==> config.mk <==
export PLATFORM = sky130hd
export DESIGN_NAME = mem_access_unit
export DESIGN_NICKNAME = d
export VERILOG_FILES = /design/src/rtl/mem_access_unit.sv
export SDC_FILE = /design/constraint.sdc
export NUM_CORES = 1
export LEC_CHECK = 0
export BUFFER_PORTS_ARGS = -buffer_cell sky130_fd_sc_hd__buf_4
export CAP_MARGIN = 15
export CORE_MARGIN = 8
export CORE_UTILIZATION = 35
export CTS_BUF_LIST = sky130_fd_sc_hd__clkbuf_2
export CTS_CLUSTER_DIAMETER = 40
export DETAILED_ROUTE_END_ITERATION = 10
export PLACE_DENSITY = 0.78
export REMOVE_ABC_BUFFERS = 1
export SYNTH_ARGS = -nofsm -noshare
export SYNTH_HDL_FRONTEND = slang
export SYNTH_SLANG_ARGS = --single-unit
==> constraint.sdc <==
create_clock -name clk_i -period 6.11 [get_ports clk_i]
set_input_delay 0.611 -clock clk_i [delete_from_list [all_inputs] [get_ports clk_i]]
set_output_delay 0.611 -clock clk_i [all_outputs]
set_load 0.02 [all_outputs]
==> src/rtl/mem_access_unit.sv <==
// mem_access_unit -- MA-stage load/store front end sitting directly upstream
// of DATA_MEMORY.
//
// What it does:
//   - Decodes RV32 load/store funct3 into DATA_MEMORY size codes
//     (01 byte, 10 half, 11 word).
//   - Sign- or zero-extends the load data.
//   - Handles misaligned accesses, depending on the build:
//       MAU_MISALIGN_SPLIT_EN defined: a misaligned load becomes two aligned
//         word reads, and a misaligned store becomes one byte write per cycle.
//       Not defined: a misaligned access is blocked from DATA_MEMORY and
//         MISALIGN_FAULT pulses for that cycle.
//
// Handshake: there is no valid/ready pair. A request is level-held by the
// pipeline (mem_read_i / mem_write_i with funct3_i, addr_i and store_data_i
// kept stable). While busy_o=1 the pipeline must keep holding it. The
// request is complete in the cycle where busy_o=0. Dropping the request
// mid-sequence aborts the sequence at the next edge.
//
// Ports:
//   clk_i, rst_ni          clock (posedge), async active-low reset
//   mem_read_i/mem_write_i load / store request (store wins if both are set)
//   funct3_i               RV32 funct3
//   addr_i, store_data_i   byte address, store operand
//   dmem_rdata_i           DATA_MEMORY DATA_OUT (combinational read)
//   dmem_read_o/_write_o   DATA_MEMORY READ / WRITE size codes
//   dmem_addr_o/_wdata_o   DATA_MEMORY ADDR / DATA_IN
//   load_data_o/_valid_o   extended load result and its valid flag
//   busy_o                 stall request to the upstream pipeline
//   misalign_fault_o       one-cycle pulse on a misaligned access (non-split build)
//   dbg_state_o            current FSM state, for observation
module mem_access_unit #(
    parameter int XLEN = 32
) (
    input  logic            clk_i,
    input  logic            rst_ni,
    input  logic            mem_read_i,
    input  logic            mem_write_i,
    input  logic [2:0]      funct3_i,
    input  logic [XLEN-1:0] addr_i,
    input  logic [XLEN-1:0] store_data_i,
    input  logic [XLEN-1:0] dmem_rdata_i,
    output logic [1:0]      dmem_read_o,
    output logic [1:0]      dmem_write_o,
    output logic [XLEN-1:0] dmem_addr_o,
    output logic [XLEN-1:0] dmem_wdata_o,
    output logic [XLEN-1:0] load_data_o,
    output logic            load_valid_o,
    output logic            busy_o,
    output logic            misalign_fault_o,
    output logic [2:0]      dbg_state_o
);

    typedef enum logic [2:0] {
        S_IDLE  = 3'd0,
        S_LD_HI = 3'd1,
        S_ST_B1 = 3'd2,
        S_ST_B2 = 3'd3,
        S_ST_B3 = 3'd4
    } state_e;

    state_e          state_q, state_d;
    logic [XLEN-1:0] lo_q, lo_d;

    logic            is_load, is_store, f3_ok, access, misaligned;
    logic [1:0]      size_code, last_idx, st_idx;
    logic [XLEN-1:0] aligned_addr;
    logic            ld_direct, ld_merge, capture_lo;
    logic [2*XLEN-1:0] merged;

    function automatic logic [XLEN-1:0] extend(input logic [XLEN-1:0] raw, input logic [2:0] f3);
        case (f3)
            3'b000:  return {{(XLEN-8){raw[7]}}, raw[7:0]};
            3'b001:  return {{(XLEN-16){raw[15]}}, raw[15:0]};
            3'b010:  return raw;
            3'b100:  return {{(XLEN-8){1'b0}}, raw[7:0]};
            3'b101:  return {{(XLEN-16){1'b0}}, raw[15:0]};
            default: return '0;
        endcase
    endfunction

    function automatic logic [XLEN-1:0] store_mask(input logic [XLEN-1:0] d, input logic [1:0] sz);
        case (sz)
            2'b01:   return {{(XLEN-8){1'b0}}, d[7:0]};
            2'b10:   return {{(XLEN-16){1'b0}}, d[15:0]};
            default: return d;
        endcase
    endfunction

    function automatic logic [XLEN-1:0] store_byte(input logic [XLEN-1:0] d, input logic [1:0] idx);
        logic [XLEN-1:0] s;
        s = d >> {idx, 3'b000};
        return {{(XLEN-8){1'b0}}, s[7:0]};
    endfunction

    assign is_store     = mem_write_i;
    assign is_load      = mem_read_i & ~mem_write_i;
    // BU/HU (100/101) exist only for loads.
    assign f3_ok        = (funct3_i inside {3'b000, 3'b001, 3'b010}) |
                          (is_load & (funct3_i inside {3'b100, 3'b101}));
    assign access       = (is_load | is_store) & f3_ok;
    assign size_code    = (funct3_i[1:0] == 2'b00) ? 2'b01 :
                          (funct3_i[1:0] == 2'b01) ? 2'b10 :
                          (funct3_i[1:0] == 2'b10) ? 2'b11 : 2'b00;
    assign misaligned   = ((funct3_i[1:0] == 2'b01) & addr_i[0]) |
                          ((funct3_i[1:0] == 2'b10) & (addr_i[1:0] != 2'b00));
    assign last_idx     = (funct3_i[1:0] == 2'b01) ? 2'd1 : 2'd3;
    assign aligned_addr = {addr_i[XLEN-1:2], 2'b00};
    assign dbg_state_o  = state_q;

    always_comb begin
        case (state_q)
            S_ST_B1: st_idx = 2'd1;
            S_ST_B2: st_idx = 2'd2;
            S_ST_B3: st_idx = 2'd3;
            default: st_idx = 2'd0;
        endcase
    end

    // Control path. It does not look at dmem_rdata_i, so the memory's
    // combinational read cannot form a loop back through the address outputs.
    always_comb begin
        state_d          = state_q;
        dmem_read_o      = 2'b00;
        dmem_write_o     = 2'b00;
        dmem_addr_o      = addr_i;
        dmem_wdata_o     = '0;
        load_valid_o     = 1'b0;
        busy_o           = 1'b0;
        misalign_fault_o = 1'b0;
        ld_direct        = 1'b0;
        ld_merge         = 1'b0;
        capture_lo       = 1'b0;

        case (state_q)
            S_IDLE: begin
                if (access && !misaligned) begin
                    if (is_store) begin
                        dmem_write_o = size_code;
                        dmem_wdata_o = store_mask(store_data_i, size_code);
                    end else begin
                        dmem_read_o  = size_code;
                        load_valid_o = 1'b1;
                        ld_direct    = 1'b1;
                    end
                end else if (access) begin
`ifdef MAU_MISALIGN_SPLIT_EN
                    busy_o = 1'b1;
                    if (is_store) begin
                        dmem_write_o = 2'b01;
                        dmem_wdata_o = store_byte(store_data_i, 2'd0);
                        state_d      = S_ST_B1;
                    end else begin
                        dmem_read_o  = 2'b11;
                        dmem_addr_o  = aligned_addr;
                        capture_lo   = 1'b1;
                        state_d      = S_LD_HI;
                    end
`else
                    misalign_fault_o = 1'b1;
`endif
                end else if (is_load) begin
                    // Invalid funct3 load: no memory access, and the result
                    // is reported as zero.
                    load_valid_o = 1'b1;
                end
            end

            S_LD_HI: begin
                state_d = S_IDLE;
                if (is_load) begin
                    dmem_read_o  = 2'b11;
                    dmem_addr_o  = aligned_addr + XLEN'(4);
                    load_valid_o = 1'b1;
                    ld_merge     = 1'b1;
                end
            end

            S_ST_B1, S_ST_B2, S_ST_B3: begin
                if (is_store) begin
                    dmem_write_o = 2'b01;
                    dmem_addr_o  = addr_i + {{(XLEN-2){1'b0}}, st_idx};
                    dmem_wdata_o = store_byte(store_data_i, st_idx);
                    if (st_idx == last_idx) begin
                        state_d = S_IDLE;
                    end else begin
                        busy_o  = 1'b1;
                        state_d = state_e'(state_q + 3'd1);
                    end
                end else begin
                    state_d = S_IDLE;
                end
            end

            default: state_d = S_IDLE;
        endcase

        // Outputs are forced to zero while reset is asserted, without
        // waiting for a clock edge.
        if (!rst_ni) begin
            dmem_read_o      = 2'b00;
            dmem_write_o     = 2'b00;
            dmem_addr_o      = '0;
            dmem_wdata_o     = '0;
            load_valid_o     = 1'b0;
            busy_o           = 1'b0;
            misalign_fault_o = 1'b0;
        end
    end

    // Data path. The high word arriving in LD_HI is concatenated above the
    // captured low word, then shifted right by the byte offset.
    assign merged = {dmem_rdata_i, lo_q} >> {addr_i[1:0], 3'b000};

    always_comb begin
        lo_d        = lo_q;
        load_data_o = '0;
        if (capture_lo) lo_d = dmem_rdata_i;
        if (ld_direct)     load_data_o = extend(dmem_rdata_i, funct3_i);
        else if (ld_merge) load_data_o = extend(merged[XLEN-1:0], funct3_i);
        if (!rst_ni) load_data_o = '0;
    end

    always_ff @(posedge clk_i or negedge rst_ni) begin
        if (!rst_ni) begin
            state_q <= S_IDLE;
            lo_q    <= '0;
        end else begin
            state_q <= state_d;
            lo_q    <= lo_d;
        end
    end

endmodule
Yosys cells after proc, flatten, opt, wreduce, memory -nomap -nowiden --
Index checks and enable logic that the tools add are counted. W data, S select, Z words.
Storage, ports and cells: register bits 3, latch bits 0, RAM bits 0, memory bits (read-only) 0, output and inout port bits 106, word-level logic and storage cells 87, memories 0
Operators by class: $add $sub $neg 3, multipliers 0, divide/modulo/power cells 0, $lt $le $gt $ge 0, equality and inequality tests 13, shift-type cells 2, mux-type cells 50, bitwise logic cells 9, reduce and logical (&&, ||, !) cells 9
Operator list (number):
- $pmux W32 S5 | 2
- $mux W32 | 9
- $pmux W32 S2 | 3
- $shr A64 B5 Y32 | 1
- $add A32 B2 Y32 | 1
- $add A32 B3 Y32 const B | 1
- $shr A32 B5 Y8 | 1
- $mux W2 | 11
- $mux W1 | 17
- $eq A3 B2 Y1 const B | 3
- $eq A3 B3 Y1 const B | 3
- $mux W8 | 1
- $pmux W2 S2 | 2
- $eq A3 B1 Y1 const B | 2
- $logic_not A3 Y1 | 2
- $mux W3 | 2
- $pmux W2 S3 | 1
- $pmux W3 S2 | 1
- $and A1 B1 Y1 | 5
- $eq A2 B1 Y1 const B | 2
- $eq A2 B2 Y1 const B | 2
- $reduce_bool A2 Y1 | 2
- $add A3 B1 Y3 const B | 1
- $or A1 B1 Y1 | 3
- other kinds (8) | 8

Depth between registers and ports, before layout --
word-level depth 10, mapped depth 12, gate-level depth less buffers 9

Worst setup path before layout --
Ideal clock, no wire load.
kind reg-to-output, from register state_q[1] (netlist: dbg_state_o[1]), to output dmem_addr_o[28], data arrival time 3.305 ns, required time 5.499 ns, slack 2.194 ns, cell stages (with the launch flop) 12, buffers on the path 2, path through dfrtp_1 -> inv_1 -> ha_1 -> buf_2 -> mux2_1 -> clkbuf_1 -> ha_1 -> ha_1 -> a21o_1 -> a31oi_1 -> nor3_1 -> a2111oi_1
On the way: word-level cells in the longest chain between the ends 6, elaborated cells between the ends (all ways) 10, classes of those cells add/sub (1); eq/ne (4); mux (4); reduce/logical (1)
RTL lines:
- start, declared | RTL line 62 | state_e state_q, state_d;
- start signal, assigned | RTL line 229 | state_q <= state_d;
- $eq A3 B3 Y1 / $eq A3 B2 Y1 (equally long branches) | RTL line 112, 135
- $pmux W2 S3 | RTL line 112 | case (state_q)
- $add A32 B2 Y32 | RTL line 182 | dmem_addr_o = addr_i + {{(XLEN-2){1'b0}}, st_idx};
- $mux W32 | RTL line 180 | if (is_store) begin
- $pmux W32 S2 * | RTL line 135 | case (state_q)
- $mux W32 * | RTL line 200 | if (!rst_ni) begin
- end, declared | RTL line 45 | output logic [XLEN-1:0] dmem_addr_o,
Every way passes the cells marked *; elsewhere a longest branch is shown, timed or not.

Final worst setup path --
Same ends and word-level chain as after synthesis.

==> impl_metrics.env <==
export IMPL_port_buffers=208
export IMPL_grt_overflow_total=0
export IMPL_post_cts_resized=0
export IMPL_synth_edf_count=0
export IMPL_io_pin_count=209
export IMPL_yosysSeqAreaShare=0.02320
export IMPL_drtIter0Drc=345
export IMPL_final_cells=778
export IMPL_dr_pass1_iters=5
export IMPL_p_leak_nw=2.159
export IMPL_grt_use_met1=0.2786
export IMPL_r2r_start="dbg_state_o[1]$_DFFE_PN0P_"
export IMPL_tns_ns=0
export IMPL_drt_total_wl_um=16030
export IMPL_postSynthCellCount=485
export IMPL_finalInstanceArea_mm2=0.004820
export IMPL_core_mm2=0.009109
export IMPL_utilization=0.5291
export IMPL_start_util=0.3552
export IMPL_critical_path_cell_chain="inv_1 -> ha_1 -> mux2_1 -> ha_1 -> ha_1 -> a21o_1 -> a21o_1 -> a21oi_1 -> a2111oi_1 -> buf_4"
export IMPL_synth_top_area_cell="a21oi_1"
export IMPL_largest_reg_flops=3
export IMPL_grt_max_degree=35
export IMPL_synth_async_reset_ratio=1.000
export IMPL_crit_fanout=14
export IMPL_rsz0062_at_grt="false"
export IMPL_grt_pass1_vias=4856
export IMPL_start_kind="flip-flop"
export IMPL_synth_distinct_cells=68
export IMPL_num_vias=4765
export IMPL_worst_path_buf_inv=2
export IMPL_insertedDiodeCount=0
export IMPL_maxCapViolations=0
export IMPL_cts_hold_buf=0
export IMPL_path_delay_family="compound AO/OA/AOI/OAI gates"
export IMPL_max_freq_mhz=234.9
export IMPL_fin_skew_ns=0.007014
export IMPL_ys_ff_latch=3
export IMPL_synth_commonest_cells="67 x a21oi_1, 48 x nand2_1, 37 x nor2_1"
export IMPL_crit_required_ns=5.50
export IMPL_min_period_over_period=0.6967
export IMPL_fin_nets=782
export IMPL_grt_first_pass_wirelength_um=25700
export IMPL_yosys_most_used_dff="dfrtp_1"
export IMPL_syn_area_mm2=0.003236
export IMPL_fp_dieW_um=112.2
export IMPL_gp_congestion=0.9170
export IMPL_area_growth_syn_to_layout_pct=48.96
export IMPL_row_count=35
export IMPL_synth_most_common_cell="a21oi_1"
export IMPL_clockBufferDepth=2
export IMPL_hold_viol=0
export IMPL_top_usage_layer="met2"
export IMPL_use_met2=0.4279
export IMPL_outcome="finished, final reports clean"
export IMPL_dpl_worst_slack_ns=2.164
export IMPL_synth_top_area_frac=0.1036
export IMPL_dp_cells=773
export IMPL_clk_latency_ns=0.23
export IMPL_rrSetupSlack_ns=3.75
export IMPL_relSlewSlack=0.3000
export IMPL_avgRoutedWirePerCell_um=20.60
export IMPL_worst_slack_ns=1.853
export IMPL_cts_max_level=1
export IMPL_cpMaxStageDelayCell="dfrtp_1"
export IMPL_r2r_end="dbg_state_o[0]$_DFFE_PN0P_"
export IMPL_antenna_found_initial=0
export IMPL_critPathCaptureType="output pin"
export IMPL_setup_violations=0
export IMPL_tightestPinTransition_ns=1.044
export IMPL_hp_class="in2async"
export IMPL_arrival_ns=3.65
export IMPL_postPlaceCellArea_mm2=0.004792
export IMPL_cts_root_buf="clkbuf_2"
export IMPL_reg2reg_depth=7
export IMPL_fill_cells=943
export IMPL_dp_hpwl_um=12710
export IMPL_ir_drop_mv=0.03299
export IMPL_period_needed_ns=4.257
export IMPL_dieArea_mm2=0.01258
export IMPL_cts_sinks=3
export IMPL_cp_slowest_stage_delay_ns=0.48
export IMPL_criticalPathCategory="reg2out"
export IMPL_grt_usage=0.2407
export IMPL_die_h_um=112.2
export IMPL_p_per_area_mw_per_mm2=60.51
export IMPL_ant_nets=0
export IMPL_post_route_drc_count=0
export IMPL_synth_avg_cell_area_um2=6.671
export IMPL_use_met3=0.06441
export IMPL_yosys_warnings=0
export IMPL_synth_area_leaders="a21oi_1 10%, and2_1 7.0%, mux4_2 5.6%"
export IMPL_cts_buffers_inserted=3
export IMPL_via_per_inst=6.125
export IMPL_slew_violations=0
export IMPL_cts_tree="yes"
export IMPL_layout_drive_gt1_share=0.3733
export IMPL_crit_top_cell="ha_1"
export IMPL_post_cts_buffers=0
export IMPL_clkSlewWorstSetupHoldPaths_ns=0.05
==> layer usage <==
| metal | part of all wire | vias up |
|---|---|---|
| met4 | 0.017 | 0 |
| met1 | 0.39 | 2181 |
| met5 | 0 | - |
| met2 | 0.49 | 314 |
| met3 | 0.10 | 30 |
| li1 | - | 2240 |
==> cell families (layout without fill, tap and decap cells) <==
| logic type | count (synthesis) | in the layout | synth area share |
|---|---|---|---|
| and+or+nand+nor | 209 | 209 | 0.3558 |
| xor gates and xnor gates | 3 | 3 | 0.008122 |
| DFF | 3 | 3 | 0.02320 |
| muxes | 32 | 32 | 0.1404 |
| AOI/OAI and AO/OA | 190 | 190 | 0.3786 |
| adders and majority gates | 11 | 11 | 0.04254 |
| buffers and inverters | 37 | 219 | 0.05143 |
==> where the power goes <==
| group | leakage [nW] | total (mW) | internal (mW) | switching (mW) |
|---|---|---|---|---|
| Clock | 0.0166 | 0.0302 | 0.0173 | 0.0129 |
| Combinational | 2.10 | 0.241 | 0.109 | 0.132 |
| Sequential | 0.0416 | 0.0207 | 0.0202 | 0.000510 |
| Total | 2.16 | 0.292 | 0.146 | 0.145 |
==> worst max-delay path by stage <==
stage,startpoint,endpoint,cells after the start
6_report,dbg_state_o[1]$_DFFE_PN0P_,dmem_addr_o[28],10
5_1_grt,dbg_state_o[1]$_DFFE_PN0P_,dmem_addr_o[28],10
4_1_cts,dbg_state_o[1]$_DFFE_PN0P_,dmem_addr_o[28],10
3_5_place_dp,dbg_state_o[1]$_DFFE_PN0P_,dmem_addr_o[28],10
3_3_place_gp,dbg_state_o[1]$_DFFE_PN0P_,dmem_addr_o[28],10
2_1_floorplan,dbg_state_o[1]$_DFFE_PN0P_,dmem_addr_o[28],9
==> through the flow <==
step                power, mW  hold WS, ns
detailed placement     0.2591       0.4935
global placement       0.2548       0.4892
finish                 0.2916       0.2536
CTS                    0.2897       0.2530
floorplan              0.1295       0.3154
global route           0.3127       0.2468
==> final cells by class <==
cell class,count,area (um2),share of cell area
clock buffer,4,20.02,0.004154
sequential,3,75.07,0.01558
multi-input combinational,445,2994,0.6212
inverter,6,22.52,0.004673
tap,111,138.9,0.02882
timing repair buffer,209,1569,0.3255
==> placed cells by master (no fill, tap or decap), types with 2 or more instances in the layout <==
cell type | Yosys | layout
nor4_1 | 4 | 4
a31oi_1 | 11 | 11
nand2b_1 | 6 | 6
nand4_1 | 11 | 11
and3_1 | 16 | 16
nor3_1 | 8 | 8
nand3b_1 | 3 | 3
a22oi_1 | 18 | 18
mux2i_1 | 11 | 11
nor2b_1 | 7 | 7
inv_1 | 5 | 5
o21ai_1 | 3 | 3
a21oi_1 | 67 | 67
and4_1 | 7 | 7
nand3_1 | 12 | 12
o31ai_1 | 5 | 5
a2bb2oi_1 | 9 | 9
nor4_2 | 2 | 2
buf_4 | 2 | 209
clkbuf_2 | 0 | 4
a31o_2 | 2 | 2
o21ai_0 | 31 | 31
a211oi_1 | 6 | 6
o2111ai_1 | 2 | 2
xnor2_1 | 3 | 3
ha_1 | 11 | 11
a311oi_1 | 10 | 10
a41oi_1 | 2 | 2
nor2_1 | 37 | 37
a21o_1 | 11 | 11
nand2_1 | 48 | 48
mux4_2 | 8 | 8
mux2_2 | 9 | 9
and2_1 | 36 | 36
dfrtp_1 | 3 | 3
Note: power is estimated with default switching activity, not from simulation.
